<file path="config.mk">
export PLATFORM = sky130hd
export DESIGN_NAME = fetch_stage
export DESIGN_NICKNAME = d
export VERILOG_FILES = /design/src/rtl/fetch_stage.sv
export SDC_FILE = /design/constraint.sdc
export NUM_CORES = 1
export LEC_CHECK = 0
export CAP_MARGIN = 40
export CELL_PAD_IN_SITES_DETAIL_PLACEMENT = 0
export CELL_PAD_IN_SITES_GLOBAL_PLACEMENT = 1
export CORE_ASPECT_RATIO = 1.5
export CORE_MARGIN = 2
export CORE_UTILIZATION = 30
export CTS_BUF_LIST = sky130_fd_sc_hd__clkbuf_4 sky130_fd_sc_hd__clkbuf_8
export DETAILED_ROUTE_END_ITERATION = 16
export GPL_TIMING_DRIVEN = 0
export PLACE_DENSITY = 0.75
export SLEW_MARGIN = 20
export SYNTH_ARGS = -nofsm -noshare
export SYNTH_HDL_FRONTEND = slang
export SYNTH_SLANG_ARGS = --single-unit
export TNS_END_PERCENT = 100
</file>
<file path="constraint.sdc">
create_clock -name clk -period 2.8 [get_ports clk]
set_clock_uncertainty 0.05 [all_clocks]
set_input_delay 0.56 -clock clk [delete_from_list [all_inputs] [get_ports clk]]
set_output_delay 0.56 -clock clk [all_outputs]
set_load 0.01 [all_outputs]
</file>
<file path="src/rtl/fetch_stage.sv">
// Instruction fetch stage: owns the PC, drives a single-outstanding instruction bus and produces the registered decode bundle.
// dataF = {valid, pc[XLEN-1:0], instr[31:0], error[1:0]}; error codes NOERROR=0, EFETCH=1, EMISALIGN=2.
module fetch_stage #(
  parameter int              XLEN     = 64,
  parameter logic [XLEN-1:0] RESET_PC = XLEN'(64'h8000_0000)
) (
  input  logic              clk,
  input  logic              reset,
  input  logic              stopd,
  input  logic              stope,
  input  logic              stopm,
  input  logic              branch,
  input  logic [XLEN-1:0]   branch_target,
  output logic              ireq_valid,
  output logic [XLEN-1:0]   ireq_addr,
  input  logic              iresp_ok,
  input  logic [31:0]       iresp_data,
  input  logic              iresp_err,
  output logic [XLEN+34:0]  dataF
);

  localparam logic [1:0] NOERROR   = 2'd0;
  localparam logic [1:0] EFETCH    = 2'd1;
  localparam logic [1:0] EMISALIGN = 2'd2;

  typedef enum logic [1:0] {
    FETCH = 2'd0,
    HOLD  = 2'd1,
    DRAIN = 2'd2
  } state_t;

  state_t            state_q, state_d;
  logic [XLEN-1:0]   pc_q, pc_d;
  logic [XLEN-1:0]   addr_q, addr_d;
  logic              out_vld_q, out_vld_d;
  logic [XLEN-1:0]   out_pc_q, out_pc_d;
  logic [31:0]       out_instr_q, out_instr_d;
  logic [1:0]        out_err_q, out_err_d;
  logic [31:0]       buf_instr_q, buf_instr_d;
  logic              buf_err_q, buf_err_d;

  logic              stall;
  logic              misaligned;
  logic              req_live;
  logic [XLEN-1:0]   pc_inc;

  assign stall      = stopd | stope | stopm;
  assign misaligned = (pc_q[1:0] != 2'b00);
  assign pc_inc     = pc_q + XLEN'(4);

  // DRAIN keeps presenting the pre-redirect address so the bus sees a stable request.
  assign req_live   = ((state_q == FETCH) && !misaligned) || (state_q == DRAIN);
  assign ireq_valid = reset & req_live;
  assign ireq_addr  = (state_q == DRAIN) ? addr_q : pc_q;
  assign dataF      = {out_vld_q, out_pc_q, out_instr_q, out_err_q};

  always_comb begin
    state_d     = state_q;
    pc_d        = pc_q;
    addr_d      = addr_q;
    out_vld_d   = out_vld_q;
    out_pc_d    = out_pc_q;
    out_instr_d = out_instr_q;
    out_err_d   = out_err_q;
    buf_instr_d = buf_instr_q;
    buf_err_d   = buf_err_q;

    case (state_q)
      FETCH: begin
        addr_d = pc_q;
        if (branch) begin
          pc_d      = branch_target;
          out_vld_d = 1'b0;
          state_d   = (req_live && !iresp_ok) ? DRAIN : FETCH;
        end else if (misaligned) begin
          if (!stall) begin
            out_vld_d   = 1'b1;
            out_pc_d    = pc_q;
            out_instr_d = 32'h0;
            out_err_d   = EMISALIGN;
          end
        end else if (iresp_ok) begin
          if (!stall) begin
            out_vld_d   = 1'b1;
            out_pc_d    = pc_q;
            out_instr_d = iresp_data;
            out_err_d   = iresp_err ? EFETCH : NOERROR;
            pc_d        = pc_inc;
          end else begin
            buf_instr_d = iresp_data;
            buf_err_d   = iresp_err;
            state_d     = HOLD;
          end
        end else if (!stall) begin
          out_vld_d = 1'b0;
        end
      end

      HOLD: begin
        if (branch) begin
          pc_d      = branch_target;
          out_vld_d = 1'b0;
          state_d   = FETCH;
        end else if (!stall) begin
          out_vld_d   = 1'b1;
          out_pc_d    = pc_q;
          out_instr_d = buf_instr_q;
          out_err_d   = buf_err_q ? EFETCH : NOERROR;
          pc_d        = pc_inc;
          state_d     = FETCH;
        end
      end

      DRAIN: begin
        out_vld_d = 1'b0;
        if (branch) begin
          pc_d = branch_target;
        end
        // A completing response always ends the drain, even alongside a newer redirect.
        if (iresp_ok) begin
          state_d = FETCH;
        end
      end

      default: begin
        state_d   = FETCH;
        out_vld_d = 1'b0;
      end
    endcase
  end

  always_ff @(posedge clk or negedge reset) begin
    if (!reset) begin
      state_q     <= FETCH;
      pc_q        <= RESET_PC;
      addr_q      <= '0;
      out_vld_q   <= 1'b0;
      out_pc_q    <= '0;
      out_instr_q <= 32'h0;
      out_err_q   <= NOERROR;
      buf_instr_q <= 32'h0;
      buf_err_q   <= 1'b0;
    end else begin
      state_q     <= state_d;
      pc_q        <= pc_d;
      addr_q      <= addr_d;
      out_vld_q   <= out_vld_d;
      out_pc_q    <= out_pc_d;
      out_instr_q <= out_instr_d;
      out_err_q   <= out_err_d;
      buf_instr_q <= buf_instr_d;
      buf_err_q   <= buf_err_d;
    end
  end

endmodule
</file>
==> results.json, run 1 <==
{
  "p_per_area_nw_per_um2": 766.5,
  "clock_sinks": 262,
  "dieWidth_um": 171.7,
  "num_rows": 92,
  "crit_fanout": 7,
  "critical_path.startpoint_type": "flip-flop",
  "ys_seq_area_frac": 0.5184,
  "maxCapViolations": 0,
  "arrival_ns": 2.18,
  "syn_area_sq_um": 12650,
  "antenna_found_initial": 4,
  "synth_cells": 1163,
  "setup_tns_ns": 0,
  "drtIter0Drc": 671,
  "finalPower_mw": 13.58,
  "cts_buffer_depth": 3,
  "start_util": 0.3027,
  "fin_hold_ws_ns": 0.007232,
  "gr-usage-all-layers": 0.2131,
  "wl_per_cell_um": 22.37,
  "dp.cells": 2003,
  "grt_pass1_vias": 11290,
  "hpwlAfterDp_um": 33890,
  "path_class": "flip-flop to output port",
  "synthToLayoutAreaGrowth_pct": 40.06,
  "num-nets-final": 1613,
  "timing.slew.headroom": 0.4622,
  "fillers": 4077,
  "max_freq_ghz": 0.3587,
  "stdcell_count": 2103,
  "syn-num-nets": 1268,
  "end_kind": "output port",
  "timing.final.crit_period_ns": 2.788,
  "rsz0062_at_grt": "yes",
  "hp-class": "primary input to async pin",
  "ys_types": 66,
  "leakage_nw": 7.307,
  "drive_gt1_frac": 0.2832,
  "fin_crit_sh": 0.9956,
  "io_pins": 268,
  "cp_cell_sequence": "nor2b_4 -> buf_8 -> clkbuf_16 -> clkbuf_16 -> buf_6 -> mux2_4 -> buf_6",
  "avgSynthCellArea_sq_um": 10.88,
  "required_ns": 2.19,
  "vias": 10850,
  "cts.reportedPaths.clkPinSlew_ns": 0.06,
  "htreeDepth": 2,
  "cts_tree": "built",
  "root_buffer": "clkbuf_8",
  "gr-total-overflow": 0,
  "setup_viol": 0,
  "ys_dominant_reg_cell": "dfrtp_1",
  "timing.critical_path.slowest_cell_delay_ns": 0.43,
  "worst_slew_pin_slew_ns": 0.8067,
  "most-common-layout-cells": "260 x dfrtp_1, 201 x clkdlybuf4s50_1, 182 x mux2_2",
  "cts_buffers": 45,
  "critPathTopFamily": "buffers and inverters",
  "vias_per_cell": 5.159,
  "core_area_sq_um": 41790,
  "drtAntennaViolNets": 0,
  "drc": 0,
  "fin_util": 0.4240,
  "ys_seq_elements": 262,
  "dieArea_sq_um": 43860,
  "path_buf_inv": 5,
  "die_h_um": 255.5,
  "synth_edf_count": 0,
  "synthArstFlopShare": 1.000,
  "hold_viol": 0,
  "ys_warn_count": 0,
  "maxSlewViolCount": 0,
  "first_pass_iters": 5,
  "peakVddDrop_v": 0.0003377,
  "wl_um": 47040,
  "slowest_stage": "dfrtp_2",
  "port_buffers": 267,
  "grt_max_degree": 71,
  "gp_congestion": 0.8709,
  "clkLatencyLatePin_ns": 0.62,
  "status": "complete, no violations",
  "layout_commonest_cell": "dfrtp_1",
  "grt_first_pass_wirelength_um": 70210
}
## cell usage after synthesis (12+ instances only)
library cell	instances	area, sq um
and3_1	20	125.1
a22oi_1	36	270.3
dfrtp_1	261	6531
nor3_1	25	125.1
nand4_1	26	162.7
mux2_2	206	2320
nand2_1	112	420.4
nor2_1	49	183.9
o21ai_0	87	435.4
o22ai_1	23	143.9
nand3_1	42	210.2
clkbuf_1	70	262.8
inv_1	12	45.04
a21oi_1	67	335.3
## tightest hold or removal path, cell delays in order
cell    delay [ns]
buf_16        0.11
buf_16        0.11
buf_16        0.26
## metal layers
| layer | track usage | wire length (um) |
|---|---|---|
| met1 | 0.2414 | 18040 |
| met2 | 0.3862 | 24550 |
| met3 | 0.03587 | 2452 |
| met4 | 0.09393 | 1989 |
| met5 | 0 | 0 |
## sequential cells by signal, summed over array words and instances, names as in the netlist
name,flops
addr_q,64
out_pc_q,64
pc_q,64
buf_instr_q,32
out_instr_q,32
out_err_q,2
state_q,2
buf_err_q,1
out_vld_q,1
## stage by stage
| step | area [sq um] | setup slack [ns] |
|---|---|---|
| 2_1_floorplan | 12650 | 0.3190 |
| 3_3_place_gp | 16030 | -10.75 |
| 3_5_place_dp | 16190 | -1.415 |
| 4_1_cts | 17640 | -0.1289 |
| 5_1_grt | 17720 | -0.06990 |
| 6_report | 17720 | 0.01234 |
## report_power, final
| part | total [mW] | internal [mW] | switching [mW] | leakage, nW |
|---|---|---|---|---|
| logic | 4.43 | 2.49 | 1.94 | 3.72 |
| clock network | 3.55 | 1.93 | 1.61 | 0.480 |
| registers | 5.60 | 4.85 | 0.747 | 3.11 |
## path summary, 6_finish.rpt
check                           startpoint              end  slack, ns  cells past startpoint
setup / recovery                state_q[0]    ireq_addr[59]       0.01                      7
hold / removal                       reset       addr_q[51]      0.007                      3
setup reg to reg                  pc_q[22]         pc_q[55]       0.17                      8
hold reg to reg            out_instr_q[15]  out_instr_q[15]       0.43                      2
max in group asynchronous            reset     out_pc_q[24]       1.73                      3
min in group clk           out_instr_q[15]  out_instr_q[15]       0.43                      2
## what timing repair did
item | CTS | global route
buffers inserted | 16 | 4
pin swaps | 0 | 1
setup endpoints to repair | 125 | 93
cloned | 6 | 0
resized for setup | 317 | 47
hold buffers | 4 | 0
endpoints found under the hold margin | 53 | 0
## kinds of logic (layout without fill, tap and decap cells)
kind of cell	Yosys count	count (layout)	synth area share
other	0	3	0
xor gates and xnor gates	1	1	0.0006925
muxes	206	206	0.1834
buffers and inverters	107	480	0.03976
and+or+nand+nor	326	326	0.1318
DFF	262	262	0.5184
AOI/OAI and AO/OA	260	260	0.1250
adders and majority gates	1	1	0.0009890
## cell type report
cell class,count,area (sq um),share of cell area
Sequential cell,262,6559,0.3702
Multi-Input combinational cell,794,5742,0.3241
Timing Repair Buffer,303,3158,0.1782
Clock buffer,71,858.3,0.04845
Tap cell,564,705.7,0.03983
Buffer,90,611.8,0.03453
Inverter,12,45.04,0.002542
Clock inverter,4,30.03,0.001695
Antenna cell,3,7.507,0.0004237
Power figures use the tool's default switching activity.
==> inputs of run 2 (changes only) <==
Settings changed: CAP_MARGIN 40 to 20, CTS_BUF_LIST sky130_fd_sc_hd__clkbuf_4 sky130_fd_sc_hd__clkbuf_8 to sky130_fd_sc_hd__clkbuf_2 sky130_fd_sc_hd__clkbuf_4 sky130_fd_sc_hd__clkbuf_8.
==> run 2 against run 1 <==
Compared with the run above: largest power group unchanged; first-iteration DRC count fell by 7.7%; routed wire length grew 0.46%; register-to-register slack worse by 0.02 ns.
==> results.json, run 2 (same netlist as run 1, synthesis figures left out) <==
{
  "first_pass_iters": 5,
  "dieWidth_um": 171.7,
  "timing.final.crit_period_ns": 2.749,
  "core_area_sq_um": 41790,
  "io_pins": 268,
  "antenna_found_initial": 7,
  "maxSlewViolCount": 0,
  "fin_util": 0.4194,
  "wl_um": 47250,
  "reg2regPathDepth": 7,
  "timing.slew.headroom": 0.4652,
  "grt_first_pass_wirelength_um": 70160,
  "die_h_um": 255.5,
  "vias": 11019,
  "critical_path.startpoint_type": "flip-flop",
  "required_ns": 2.19,
  "drtIter0Drc": 619,
  "vias_per_cell": 5.250,
  "end_kind": "output port",
  "dieArea_sq_um": 43860,
  "cts_buffers": 45,
  "clock_sinks": 262,
  "grt_max_degree": 71,
  "gr-usage-all-layers": 0.2132,
  "timing.critical_path.slowest_cell_delay_ns": 0.43,
  "drc": 0,
  "port_buffers": 267,
  "synthToLayoutAreaGrowth_pct": 38.53,
  "hpwlAfterDp_um": 33590,
  "fillers": 4088,
  "htreeDepth": 2,
  "finalPower_mw": 13.46,
  "setup_viol": 0,
  "peakVddDrop_v": 0.0003455,
  "root_buffer": "clkbuf_8",
  "layout_commonest_cell": "dfrtp_1",
  "gp_congestion": 0.8709,
  "reg.largest.list": "addr_q (64), out_pc_q (64), pc_q (64)",
  "num-nets-final": 1608,
  "worst_slew_pin_slew_ns": 0.8022,
  "fin_hold_ws_ns": 0.02980,
  "crit_fanout": 10,
  "status": "complete, no violations",
  "r2r-end": "pc_q[46]",
  "r2r_slack_ns": 0.15,
  "drtAntennaViolNets": 0,
  "start_util": 0.3027,
  "arrival_ns": 2.14,
  "leakage_nw": 7.198,
  "grt_pass1_vias": 11277,
  "most-common-layout-cells": "260 x dfrtp_1, 201 x clkdlybuf4s50_1, 192 x mux2_2",
  "hp-class": "primary input to async pin",
  "num_rows": 92,
  "path_class": "flip-flop to output port",
  "max_freq_ghz": 0.3638,
  "cts.reportedPaths.clkPinSlew_ns": 0.06,
  "fin_crit_sh": 0.9816,
  "p_per_area_nw_per_um2": 768.2,
  "worst_r2r_startpoint": "pc_q[10]",
  "wl_per_cell_um": 22.51,
  "rsz0062_at_grt": "yes",
  "clkLatencyLatePin_ns": 0.60,
  "drive_gt1_frac": 0.2763,
  "cp_cell_sequence": "nor2b_4 -> buf_8 -> clkbuf_8 -> mux2_2 -> dlygate4sd2_1",
  "hold_viol": 0,
  "slowest_stage": "dfrtp_2",
  "cts_buffer_depth": 3,
  "setup_tns_ns": 0,
  "gr-total-overflow": 0,
  "cts_tree": "built",
  "maxCapViolations": 0
}
[run 2: cell types whose count changed in the layout (fill, tap and decap cells not counted), sizes merged]
cell / previous run / this run
clkbuf: 151 / 141
dlygate4sd2: 10 / 17
buf: 92 / 86
clkdlybuf4s15: 6 / 0
clkinv: 2 / 6
dlymetal6s2s: 1 / 4
clkinvlp: 0 / 2
dlygate4sd3: 1 / 3
inv: 14 / 12
bufbuf: 2 / 3
diode: 3 / 4
[run 2: worst max path at each step]
stage / start / end / cells past startpoint
after floorplan: state_q[0] / ireq_addr[30] / 6
after global placement: reset / out_pc_q[20] / 1
after detailed placement: state_q[0] / ireq_addr[57] / 8
after CTS: state_q[0] / ireq_addr[20] / 5
after global routing: state_q[1] / ireq_addr[4] / 5
final: state_q[0] / ireq_addr[4] / 5
[run 2: final cells by class]
cell class | instances | area (sq um) | share of cell area
Tap cell | 564 | 705.7 | 0.04027
Timing Repair Buffer | 297 | 3020 | 0.1724
Clock buffer | 67 | 840.8 | 0.04798
Sequential cell | 262 | 6559 | 0.3743
Buffer | 91 | 585.6 | 0.03342
Inverter | 12 | 45.04 | 0.002571
Antenna cell | 4 | 10.01 | 0.0005712
Multi-Input combinational cell | 794 | 5712 | 0.3260
Clock inverter | 8 | 45.04 | 0.002571
[run 2: per-stage QoR]
stage	std cells	setup slack, ns	cell area (sq um)
floorplan	1163	0.3190	12650
global placement	1994	-10.75	16030
detailed placement	1999	-1.385	16150
CTS	2089	-0.1526	17440
global route	2099	-0.01629	17520
finish	2099	0.05142	17520
[run 2: per-layer routing]
metal	global-route usage	vias up	share of wire
met3	0.03727	106	0.063
li1	-	4938	-
met5	0	-	0.00028
met2	0.3882	414	0.53
met1	0.2419	5559	0.37
met4	0.08781	2	0.038
[run 2: timing repair]
action                                  CTS  global route
hold buffers                              8             0
pin swaps                                 0             1
endpoints found under the hold margin    74             0
gates resized for setup                 270            40
gates cloned                              4             2
endpoints found under the setup margin  134           130
buffers inserted                          6             7
[run 2: worst max-delay path, delay by kind of cell, from the launching register on]
kind | cells | cell delay [ns]
DFF | 1 | 0.43
and+or+nand+nor | 1 | 0.13
buffers and inverters | 3 | 0.63
muxes | 1 | 0.36
[run 2: power breakdown]
| part | internal, mW | switching (mW) | total, mW |
|---|---|---|---|
| clock | 1.91 | 1.62 | 3.53 |
| sequential | 4.85 | 0.738 | 5.59 |
| combinational | 2.41 | 1.94 | 4.34 |
| total | 9.16 | 4.30 | 13.5 |
==> inputs of run 3 (changes only) <==
Settings changed: RECOVER_POWER set to 100.
==> run 3 against run 2 <==
Compared with the run above: the flow now finishes with violations (max-capacitance violations, max-slew violations); routed wire length hardly changed; clock-buffer cell count stayed put; design area is 1.3% lower; global-route usage stayed put; critical path type unchanged.
==> results.json, run 3 (same netlist as run 1, synthesis figures left out) <==
{
  "grt_max_degree": 71,
  "switching_power_mw": 4.273,
  "wl_per_cell_um": 22.52,
  "finalPower_mw": 13.22,
  "setup_viol": 0,
  "drive_gt1_frac": 0.2698,
  "hpwlAfterDp_um": 33590,
  "cts_buffer_depth": 3,
  "worst_r2r_startpoint": "pc_q[10]",
  "antenna_found_initial": 7,
  "gr-usage-all-layers": 0.2132,
  "core_area_sq_um": 41790,
  "cts_tree": "built",
  "path_class": "flip-flop to output port",
  "most-common-layout-cells": "260 x dfrtp_1, 192 x mux2_2, 111 x nand2_1",
  "timing.slew.headroom": -0.2162,
  "vias": 10966,
  "grt_first_pass_wirelength_um": 70160,
  "grt_pass1_vias": 11277,
  "layout_commonest_cell": "dfrtp_1",
  "dieArea_sq_um": 43860,
  "internal_power_mw": 8.947,
  "root_buffer": "clkbuf_8",
  "gr-total-overflow": 0,
  "place_ws_ns": -1.385,
  "synthToLayoutAreaGrowth_pct": 36.76,
  "switching_share": 0.3232,
  "port_buffers": 267,
  "start_util": 0.3027,
  "multi_input_area_sq_um": 5709,
  "first_pass_iters": 5,
  "reg.largest.list": "addr_q (64), out_pc_q (64), pc_q (64)",
  "clock_power_share": 0.267,
  "hp-class": "flip-flop to flip-flop",
  "dp.cells": 1999,
  "violations": "max-capacitance violations, max-slew violations",
  "p_seq_frac": 0.421,
  "cts_buffers": 45,
  "setup_ws_ns": 0.05653,
  "drtAntennaViolNets": 0,
  "critical_path.startpoint_type": "flip-flop",
  "num_rows": 92,
  "arrival_ns": 2.13,
  "stdcell_count": 2100,
  "drc": 0,
  "clock_sinks": 262,
  "hold_viol": 0,
  "p_per_area_nw_per_um2": 764.2,
  "die_h_um": 255.5,
  "num-nets-final": 1608,
  "p_comb_frac": 0.312,
  "htreeDepth": 2,
  "max_freq_ghz": 0.3645,
  "timing.final.crit_period_ns": 2.743,
  "maxSlewViolCount": 190,
  "worst_slew_pin_slew_ns": 1.824,
  "setup_tns_ns": 0,
  "gp_congestion": 0.8709,
  "wl_um": 47290,
  "status": "finished with violations",
  "fillers": 4115,
  "crit_fanout": 10,
  "fin_hold_ws_ns": 0.4251,
  "end_kind": "output port",
  "fin_crit_sh": 0.9798,
  "crit_start": "state_q[0]",
  "drtIter0Drc": 679,
  "required_ns": 2.19,
  "cts.reportedPaths.clkPinSlew_ns": 0.06,
  "peakVddDrop_v": 0.0003361,
  "dieWidth_um": 171.7,
  "vias_per_cell": 5.222,
  "maxCapViolations": 5,
  "rsz0062_at_grt": "yes",
  "register_area_sq_um": 6559,
  "min_from": "out_instr_q[19]",
  "clkLatencyLatePin_ns": 0.60,
  "leakage_nw": 7.213,
  "io_pins": 268
}
-- run 3: cell types whose count changed in the layout (fill, tap and decap cells not counted), moves of 2 or more --
cell / delta
clkdlybuf4s25_1: +2
clkdlybuf4s50_1: -100
clkbuf_1: +6
bufbuf_16: -3
dlygate4sd3_1: +100
buf_12: -5
buf_16: -3
-- run 3: repair_timing --
item / 4_1_cts / 5_1_grt
pin swaps: 0 / 1
cloned: 4 / 2
resized for setup: 270 / 40
setup endpoints to repair: 134 / 130
hold endpoints to repair: 74 / 0
hold buffers: 8 / 0
buffers inserted: 6 / 7
-- run 3: critical path, cell delays in order (launching register included) --
cell           delay, ns
dfrtp_2             0.43
nor2b_4             0.13
buf_8               0.15
clkbuf_8            0.18
mux2_2              0.36
dlygate4sd2_1       0.29
-- run 3: final timing paths --
| check | end | slack, ns | depth (start not counted) |
|---|---|---|---|
| min in group asynchronous | pc_q[7] | 0.62 | 4 |
| hold reg to reg | out_instr_q[19] | 0.43 | 2 |
| setup / recovery | ireq_addr[12] | 0.06 | 5 |
| hold / removal | out_instr_q[19] | 0.43 | 2 |
| max in group asynchronous | out_instr_q[9] | 0.37 | 3 |
| setup reg to reg | pc_q[46] | 0.14 | 7 |
-- run 3: power groups by stage --
stage | logic, mW | registers, mW | clock network (mW)
CTS | 4.37 | 5.58 | 3.63
floorplan | 1.89 | 5.65 | 0
global route | 4.46 | 5.71 | 3.80
global placement | 4.25 | 5.59 | 0
detailed placement | 4.34 | 5.64 | 0
finish | 4.13 | 5.56 | 3.53
-- run 3: area by class of cell --
cell class / instances / area share
inverter: 12 / 0.002604
sequential: 262 / 0.3791
timing repair buffer: 297 / 0.1617
tap: 564 / 0.04079
clock inverter: 8 / 0.002604
clock buffer: 67 / 0.04860
multi-input combinational: 794 / 0.3300
buffer: 91 / 0.03385
antenna: 5 / 0.0007233
-- run 3: routing by layer --
metal	global-route usage	vias up	share of wire
met4	0.08781	2	0.038
met3	0.03727	101	0.060
met5	0	-	0.00027
met2	0.3882	406	0.53
met1	0.2419	5525	0.37
li1	-	4932	-
-- run 3: through the flow --
step                      utilization  area (sq um)
after CTS                      0.4174         17440
after floorplan                     -         12650
after global placement         0.3836         16030
after global routing           0.4140         17300
final                          0.4140         17300
after detailed placement       0.3864         16150
